[config.mk]
export PLATFORM = sky130hd
export DESIGN_NAME = rstation
export DESIGN_NICKNAME = d
export VERILOG_FILES = /design/src/rtl/rstation_pkg.sv /design/src/rtl/uop_fifo.sv /design/src/rtl/rstation.sv
export SDC_FILE = /design/constraint.sdc
export NUM_CORES = 1
export LEC_CHECK = 0
export BUFFER_PORTS_ARGS = -buffer_cell sky130_fd_sc_hd__buf_2
export CAP_MARGIN = 20
export CORE_AREA = 2 2 108 110
export DETAILED_ROUTE_END_ITERATION = 10
export DIE_AREA = 0 0 110 112
export GPL_ROUTABILITY_DRIVEN = 1
export PLACE_DENSITY = 0.69
export SYNTH_ARGS = -nofsm -noshare
export SYNTH_HDL_FRONTEND = slang
export SYNTH_SLANG_ARGS = --single-unit
[constraint.sdc]
create_clock -name clk -period 3.2 [get_ports clk]
set_input_delay 0.64 -clock clk [delete_from_list [all_inputs] [get_ports clk]]
set_output_delay 0.64 -clock clk [all_outputs]
set_load 0.02 [all_outputs]
[src/rtl/rstation_pkg.sv]
// Shared definitions for the reservation station: micro-op layout and
// register-address constants used by the queue and the issue stage.
package rstation_pkg;

    localparam int OPW = 4;
    localparam logic [2:0] PC_ADDR = 3'b011;

    typedef struct packed {
        logic [2:0]     a_addr;
        logic [2:0]     b_addr;
        logic [15:0]    pc;
        logic [1:0]     dest_addr;
        logic           dest_wr;
        logic           w_flags;
        logic [OPW-1:0] alu_op;
    } uop_t;

endpackage

[src/rtl/uop_fifo.sv]
// Circular micro-op queue with occupancy count; flush empties it in one cycle.
// Storage is deliberately left unreset; only pointers and count are control.
module uop_fifo #(
    parameter int DEPTH = 4
) (
    input  logic                     clk,
    input  logic                     rst_n,
    input  logic                     push,
    input  logic                     pop,
    input  logic                     flush,
    input  rstation_pkg::uop_t       wr_data,
    output rstation_pkg::uop_t       head,
    output logic [$clog2(DEPTH):0]   count
);
    import rstation_pkg::*;

    localparam int AW = $clog2(DEPTH);

    uop_t          mem [DEPTH];
    logic [AW-1:0] wr_ptr;
    logic [AW-1:0] rd_ptr;

    always_ff @(posedge clk) begin
        if (push && !flush) begin
            mem[wr_ptr] <= wr_data;
        end
    end

    always_ff @(posedge clk or negedge rst_n) begin
        if (!rst_n) begin
            wr_ptr <= '0;
            rd_ptr <= '0;
            count  <= '0;
        end else if (flush) begin
            wr_ptr <= '0;
            rd_ptr <= '0;
            count  <= '0;
        end else begin
            if (push) begin
                wr_ptr <= wr_ptr + 1'b1;
            end
            if (pop) begin
                rd_ptr <= rd_ptr + 1'b1;
            end
            case ({push, pop})
                2'b10:   count <= count + 1'b1;
                2'b01:   count <= count - 1'b1;
                default: count <= count;
            endcase
        end
    end

    // No fall-through: a push into an empty queue shows at the head next cycle.
    assign head = mem[rd_ptr];

endmodule

[src/rtl/rstation.sv]
// In-order reservation station: queues decoded micro-ops, drives register
// file read addresses from the head, and registers write controls for EX.
module rstation #(
    parameter int DEPTH = 4,
    parameter int OPW   = 4
) (
    input  logic           clk,
    input  logic           rst_n,
    input  logic           id_valid,
    output logic           id_ready,
    input  logic [2:0]     id_a_addr,
    input  logic [2:0]     id_b_addr,
    input  logic [15:0]    id_pc,
    input  logic [1:0]     id_dest_addr,
    input  logic           id_dest_wr,
    input  logic           id_w_flags,
    input  logic [OPW-1:0] id_alu_op,
    input  logic           flush,
    input  logic           rmw_busy,
    output logic [2:0]     r_a_addr,
    output logic [2:0]     r_b_addr,
    output logic [15:0]    r_pc,
    output logic           ex_valid,
    output logic [OPW-1:0] ex_alu_op,
    output logic           dest_r_wr,
    output logic [1:0]     dest_r_addr,
    output logic           dest_w_flags
);
    import rstation_pkg::*;

    localparam int CW = $clog2(DEPTH) + 1;

    uop_t          in_uop_p0;
    uop_t          head_p0;
    logic [CW-1:0] count;
    logic          push;
    logic          issue_p0;

    logic           vld_p1;
    logic [OPW-1:0] alu_op_p1;
    logic [1:0]     dest_addr_p1;
    logic           dest_wr_p1;
    logic           w_flags_p1;

    assign in_uop_p0 = '{a_addr:    id_a_addr,
                         b_addr:    id_b_addr,
                         pc:        id_pc,
                         dest_addr: id_dest_addr,
                         dest_wr:   id_dest_wr,
                         w_flags:   id_w_flags,
                         alu_op:    id_alu_op};

    // Ready ignores a same-cycle pop so it never forms a combinational path to issue.
    assign id_ready = (count != CW'(DEPTH)) && !flush;
    assign push     = id_valid && id_ready;
    assign issue_p0 = (count != '0) && !rmw_busy && !flush;

    uop_fifo #(
        .DEPTH(DEPTH)
    ) u_fifo (
        .clk     (clk),
        .rst_n   (rst_n),
        .push    (push),
        .pop     (issue_p0),
        .flush   (flush),
        .wr_data (in_uop_p0),
        .head    (head_p0),
        .count   (count)
    );

    assign r_a_addr = head_p0.a_addr;
    assign r_b_addr = head_p0.b_addr;
    assign r_pc     = head_p0.pc;

    // p0 -> p1: issue stage to EX stage
    always_ff @(posedge clk or negedge rst_n) begin
        if (!rst_n) begin
            vld_p1       <= 1'b0;
            alu_op_p1    <= '0;
            dest_addr_p1 <= '0;
            dest_wr_p1   <= 1'b0;
            w_flags_p1   <= 1'b0;
        end else if (issue_p0) begin
            vld_p1       <= 1'b1;
            alu_op_p1    <= head_p0.alu_op;
            dest_addr_p1 <= head_p0.dest_addr;
            dest_wr_p1   <= head_p0.dest_wr;
            w_flags_p1   <= head_p0.w_flags;
        end else begin
            vld_p1 <= 1'b0;
        end
    end

    assign ex_valid     = vld_p1;
    assign ex_alu_op    = alu_op_p1;
    assign dest_r_wr    = vld_p1 && dest_wr_p1;
    assign dest_w_flags = vld_p1 && w_flags_p1;
    assign dest_r_addr  = dest_addr_p1;

endmodule

==> Yosys cells after proc, flatten, opt, wreduce, memory -nomap -nowiden <==
Memory sizes are Yosys's and may differ from the RTL's.
Index checks and enable logic that the tools add are counted.
W data, S select, Z words.
{ "totals": {"out_inout_bits": 32, "ramBits": 120, "register_bits": 16, "n_memories": 1} }
{ "memory_table": {"columns": ["memory", "depth", "word_bits", "rd", "rd_clocked_by_memory_dff", "write_ports", "line", "source"], "rows": [
  ["u_fifo.mem", 4, 30, 1, 0, 1, "uop_fifo.sv:19", "uop_t mem [DEPTH];"]
]} }
{ "classes": {"n_mux": 9, "n_addsub": 4, "reduce_logical": 13, "eq_ne": 3} }
{ "ops": {"columns": ["op", "count"], "rows": [
  ["$mux W2", 4],
  ["$logic_and A1 B1 Y1", 7],
  ["$pmux W3 S2", 1],
  ["$reduce_bool A3 Y1", 2],
  ["$add A2 B1 Y2 const B", 2],
  ["$reduce_bool A2 Y1", 2],
  ["$add A3 B1 Y3 const B", 1],
  ["$mux W1", 3],
  ["$mux W3", 1],
  ["$ne A3 B3 Y1 const B", 1],
  ["$sub A3 B1 Y3 const B", 1],
  ["$eq A2 B1 Y1 const B", 1],
  ["$eq A2 B2 Y1 const B", 1],
  ["$logic_not A1 Y1", 2]
]} }

==> Longest topological paths before layout <==
{ "depth": {"word_depth": 6, "depth_mapped": 9, "depth_no_buf": 7} }

==> Hierarchy <==
A second synthesis with hierarchy kept.
{ "hier_totals": {"cells_unflattened": 222, "area_unflattened_um2": 5165.0} }
{ "modules_own_cells": {"columns": ["module", "cells_each", "instances", "area_per_inst_um2"], "rows": [
  ["uop_fifo", 198, 1, 4795.8],
  ["rstation", 24, 1, 369.1]
]} }

==> Worst setup path before layout <==
OpenSTA, ideal clock, no wires.
{ "synth_timing": {"kind": "input to register", "start": "in id_valid", "end": "mem u_fifo.mem[0][0] (netlist name), enable pin", "cell_stages": 4, "n_path_buf": 1, "setup_time_ns": 0.390, "t_arrival_ns": 2.086, "setup_slack_ns": 0.724, "path_cell_list": "clkbuf_1 inv_1 nor3_2 and2_1"} }
{ "synth_between": {"elab_chain_cells": 4} }
{ "synth_lines": {"columns": ["item", "line", "source"], "rows": [
  ["start: declaration", "rstation.sv:9", "input logic id_valid,"],
  ["$logic_and A1 B1 Y1", "rstation.sv:55", "assign push = id_valid && id_ready;"],
  ["$logic_and A1 B1 Y1", "uop_fifo.sv:24", "if (push && !flush) begin"],
  ["$mux W1", "uop_fifo.sv:24", null],
  ["$mux W1 (not written as such)", "uop_fifo.sv:25", "mem[wr_ptr] <= wr_data;"],
  ["end: declaration", "uop_fifo.sv:19", null]
]} }
Every way passes these cells.

==> Worst setup path in the final report <==
{ "layout_timing": {"start": "reg u_fifo.count[0]", "end": "reg u_fifo.count[1]"} }
{ "layout_between": {"elab_chain_cells": 6, "word_cells_on_any_way": 13, "classes_between": "2 x add/sub; 3 x eq/ne; 2 x mux; 6 x reduce/logical"} }
{ "layout_lines": {"columns": ["item", "line", "source"], "rows": [
  ["start: declaration", "uop_fifo.sv:13", "output logic [$clog2(DEPTH):0] count"],
  ["start signal: assignment", "uop_fifo.sv:46", "2'b10: count <= count + 1'b1;"],
  ["start signal: assignment", "uop_fifo.sv:47", "2'b01: count <= count - 1'b1;"],
  ["start signal: assignment", "uop_fifo.sv:48", "default: count <= count;"],
  ["$ne A3 B3 Y1 / $reduce_bool A3 Y1 (equally long branches)", "rstation.sv:54, rstation.sv:56", null],
  ["$logic_and A1 B1 Y1, on equally long branches", "rstation.sv:54, rstation.sv:56", null],
  ["$logic_and A1 B1 Y1, on equally long branches", "rstation.sv:55, rstation.sv:56", null],
  ["$eq A2 B1 Y1 / $eq A2 B2 Y1 (equally long branches)", "uop_fifo.sv:45", "case ({push, pop})"],
  ["$pmux W3 S2", "uop_fifo.sv:45", null],
  ["$mux W3", "uop_fifo.sv:34", "end else if (flush) begin"]
]} }
Parallel ways exist; a longest one is shown, timed or not.
A chain may end at the register's enable or synchronous reset.

==> impl_metrics.py <==
metrics = {
    "outcome": {
        "status": "finished clean",
    },
    "floorplanning": {
        "die_y_um": 112,
        "die_w_um": 110,
        "io_pins": 67,
        "start_util": 0.4890,
        "die-area_sq_um": 12320,
        "row_count": 39,
        "core_area_sq_um": 11170,
    },
    "sta": {
        "finalSetupTns_ps": 0,
        "worst_pin_slew_ps": 821.4,
        "max_freq_mhz": 369.6,
        "slew_headroom": 0.4524,
        "layout_min_cycle_time_ps": 2705,
        "holdWs_ps": 144.8,
        "finalHoldViolCount": 0,
        "setup_viol": 0,
        "skew_ps": 6.135,
        "slew_viol_final": 0,
        "period_share": 0.8454,
        "rsz0062_at_grt": "no",
    },
    "cts": {
        "clk_pin_slew_ps": 60,
        "numCtsBuffers": 17,
        "post-cts-setup-buffer-count": 0,
        "cts_resized": 0,
        "cts-hold-fix-buffers": 0,
        "cts_num_sinks": 136,
        "clock_latency_ps": 410,
        "htree_num_levels": 4,
        "cts_root_buffer": "clkbuf_16",
        "cts_tree": "built",
        "clockBufferDepth": 2,
    },
    "power_and_ir_drop": {
        "swShare": 0.2451,
        "power.internal_w": 0.003539,
        "power.share.combinational": 0.149,
        "pwr-share-seq": 0.461,
        "power.density_nw_per_um2": 732.1,
        "ir_drop_mv": 0.4057,
        "p_sw_w": 0.001149,
        "p_leak_nw": 2.277,
        "finalPower_w": 0.004689,
        "p_clk_frac": 0.390,
    },
    "grt": {
        "grt_util_all_layers": 0.1650,
        "antenna_found_initial": 0,
        "grt_pass1_vias": 2730,
        "grt_max_degree": 33,
        "overflow": 0,
        "grt_pass1_wl_mm": 14.61,
    },
    "detailed_routing": {
        "viasPerCell": 5.341,
        "drc_errors": 0,
        "via_count": 2585,
        "routed_wl_mm": 9.223,
        "drtIter0Drc": 167,
        "ant_nets": 0,
        "first_pass_iters": 4,
        "routedWlPerCell_um": 19.06,
    },
    "worst_setup_path": {
        "worstSetupPathType": "flop to flop",
        "path_cells": "nor3_1 -> or3_1 -> nor2_1 -> fa_1 -> o21ai_0 -> a21o_1 -> a311oi_1",
        "rrSetupSlack_ps": 490,
        "crit_arrival_ps": 3000,
        "r2r-start": "u_fifo.count[0]",
        "cp_slowest_cell": "or3_1",
        "r2r_end": "u_fifo.count[1]",
        "required_ps": 3500,
        "worstSetupStartpointType": "flop",
        "endpoint_kind": "flop",
        "cp_top_family": "simple AND/OR/NAND/NOR gates",
        "path_max_fanout": 11,
        "crit_path_max_incr_delay_ps": 510,
        "worst-path-buf-inv": 0,
        "r2r_cells": 7,
    },
    "yosys": {
        "ys_ff_latch": 136,
        "syn_avg_cell_area_sq_um": 20.16,
        "synth.distinct_cells": 35,
        "synth_edf_count": 120,
        "syn_inst": 271,
        "syn_area_sq_um": 5464,
        "synth_warnings": 0,
        "async_reset_ff_frac": 0.1176,
        "yosysSeqAreaShare": 0.7328,
        "synth_nets": 311,
        "synthFlopType": "edfxtp_1",
    },
    "placed_design": {
        "dp_hpwl_mm": 5.620,
        "io_buffer_count": 66,
        "gp_congestion": 0.6730,
    },
    "final_layout": {
        "multi_input_area_sq_um": 1197,
        "fillerInstances": 845,
        "drive_gt1_frac": 0.4457,
        "regArea_sq_um": 4006,
        "syn2layout_area_growth_pct": 17.22,
        "finish.utilization": 0.5732,
        "nets": 368,
        "diodes": 0,
    },
    "run": {
        "maxCapViolCount": 0,
    },
    "hold_path": {
        "hp-class": "input pin to asynchronous set/reset pin",
    },
}
[registers in the layout, indices dropped and copies added, names as in the netlist, 2 cells and up]
register       count
dest_r_addr        2
u_fifo.mem       120
u_fifo.wr_ptr      2
u_fifo.count       3
ex_alu_op          4
u_fifo.rd_ptr      2
[layer usage]
metal | global-route usage | vias to the layer above | share of wire
li1 | - | 1167 | -
met1 | 0.2213 | 1338 | 0.44
met2 | 0.2519 | 68 | 0.50
met3 | 0.05562 | 12 | 0.050
met4 | 0.06076 | 0 | 0.014
met5 | 0 | - | 0
[cell type report]
cell class | instances | area share
flip-flops and latches | 136 | 0.6255
multi-input cells | 94 | 0.1870
clock buffers | 24 | 0.08029
repair buffers | 74 | 0.06681
well taps | 143 | 0.02794
clock inverters | 8 | 0.009572
inverters | 5 | 0.002930
[kinds of logic (layout without fill, tap and decap cells)]
kind of cell,Yosys count,after routing,share of synthesized area
DFF,136,136,0.7328
buffers and inverters,41,111,0.04900
muxes,39,39,0.1477
and+or+nand+nor,29,29,0.03297
AOI/OAI and AO/OA,20,20,0.02313
adders and majority gates,5,5,0.01282
xor gates and xnor gates,1,1,0.001603
[how the worst max path moves through the flow]
| stage | from | to | slack [ps] | cells after the start |
|---|---|---|---|---|
| after detailed placement | u_fifo.count[0] | u_fifo.count[1] | 540 | 7 |
| after floorplan | id_valid | u_fifo.mem[0][0] | 720 | 4 |
| after global placement | rmw_busy | u_fifo.count[1] | 650 | 7 |
| after CTS | u_fifo.rd_ptr[0] | r_pc[6] | 420 | 3 |
| final | u_fifo.count[0] | u_fifo.count[1] | 490 | 7 |
| after global routing | u_fifo.count[0] | u_fifo.count[1] | 200 | 7 |
[cell usage after synthesis (2+ instances only)]
cell type / count / area (sq um)
edfxtp_1: 120 / 3603
nor2_1: 4 / 15.01
o21ai_0: 5 / 25.02
or3_1: 4 / 25.02
buf_4: 25 / 187.7
buf_6: 2 / 22.52
buf_2: 4 / 20.02
dfrtp_1: 16 / 400.4
a21oi_1: 7 / 35.03
nand2_1: 2 / 7.510
nand3b_1: 3 / 22.52
inv_1: 5 / 18.77
ha_1: 4 / 50.05
clkbuf_1: 5 / 18.77
mux2_4: 8 / 120.1
nor2b_1: 3 / 18.77
and2_1: 6 / 37.54
nand3_1: 2 / 10.01
mux4_2: 30 / 675.7
[stage by stage]
step	setup WS, ps	cells	area, sq um
2_1_floorplan	724.4	271	5464
3_3_place_gp	654.0	452	5829
3_5_place_dp	536.5	452	5829
4_1_cts	418.5	484	6405
5_1_grt	196.1	484	6405
6_report	494.7	484	6405
[power groups by stage]
| stage | Combinational [W] | Clock, W | Sequential [W] |
|---|---|---|---|
| floorplan | 0.000558 | 0 | 0.00220 |
| global placement | 0.000702 | 0 | 0.00219 |
| detailed placement | 0.000709 | 0 | 0.00220 |
| CTS | 0.000713 | 0.00186 | 0.00217 |
| global route | 0.000759 | 0.00194 | 0.00218 |
| finish | 0.000698 | 0.00183 | 0.00216 |
[cell usage in the layout, fill, tap and decap left out, types with 2 or more instances in the layout]
cell type	count
clkinv_2	2
clkinv_4	4
clkbuf_16	19
nor2_1	4
and2_1	2
a21oi_1	7
buf_4	5
buf_2	66
buf_12	3
ha_1	4
and2_2	4
o21ai_0	5
clkbuf_1	3
inv_1	5
or3_1	4
mux2_4	8
dfrtp_2	2
mux4_2	30
clkbuf_8	2
dfrtp_1	14
edfxtp_1	120
nand3_1	2
nand2_1	2
nand3b_1	3
nor2b_1	3
(Power assumes the default switching activity.)
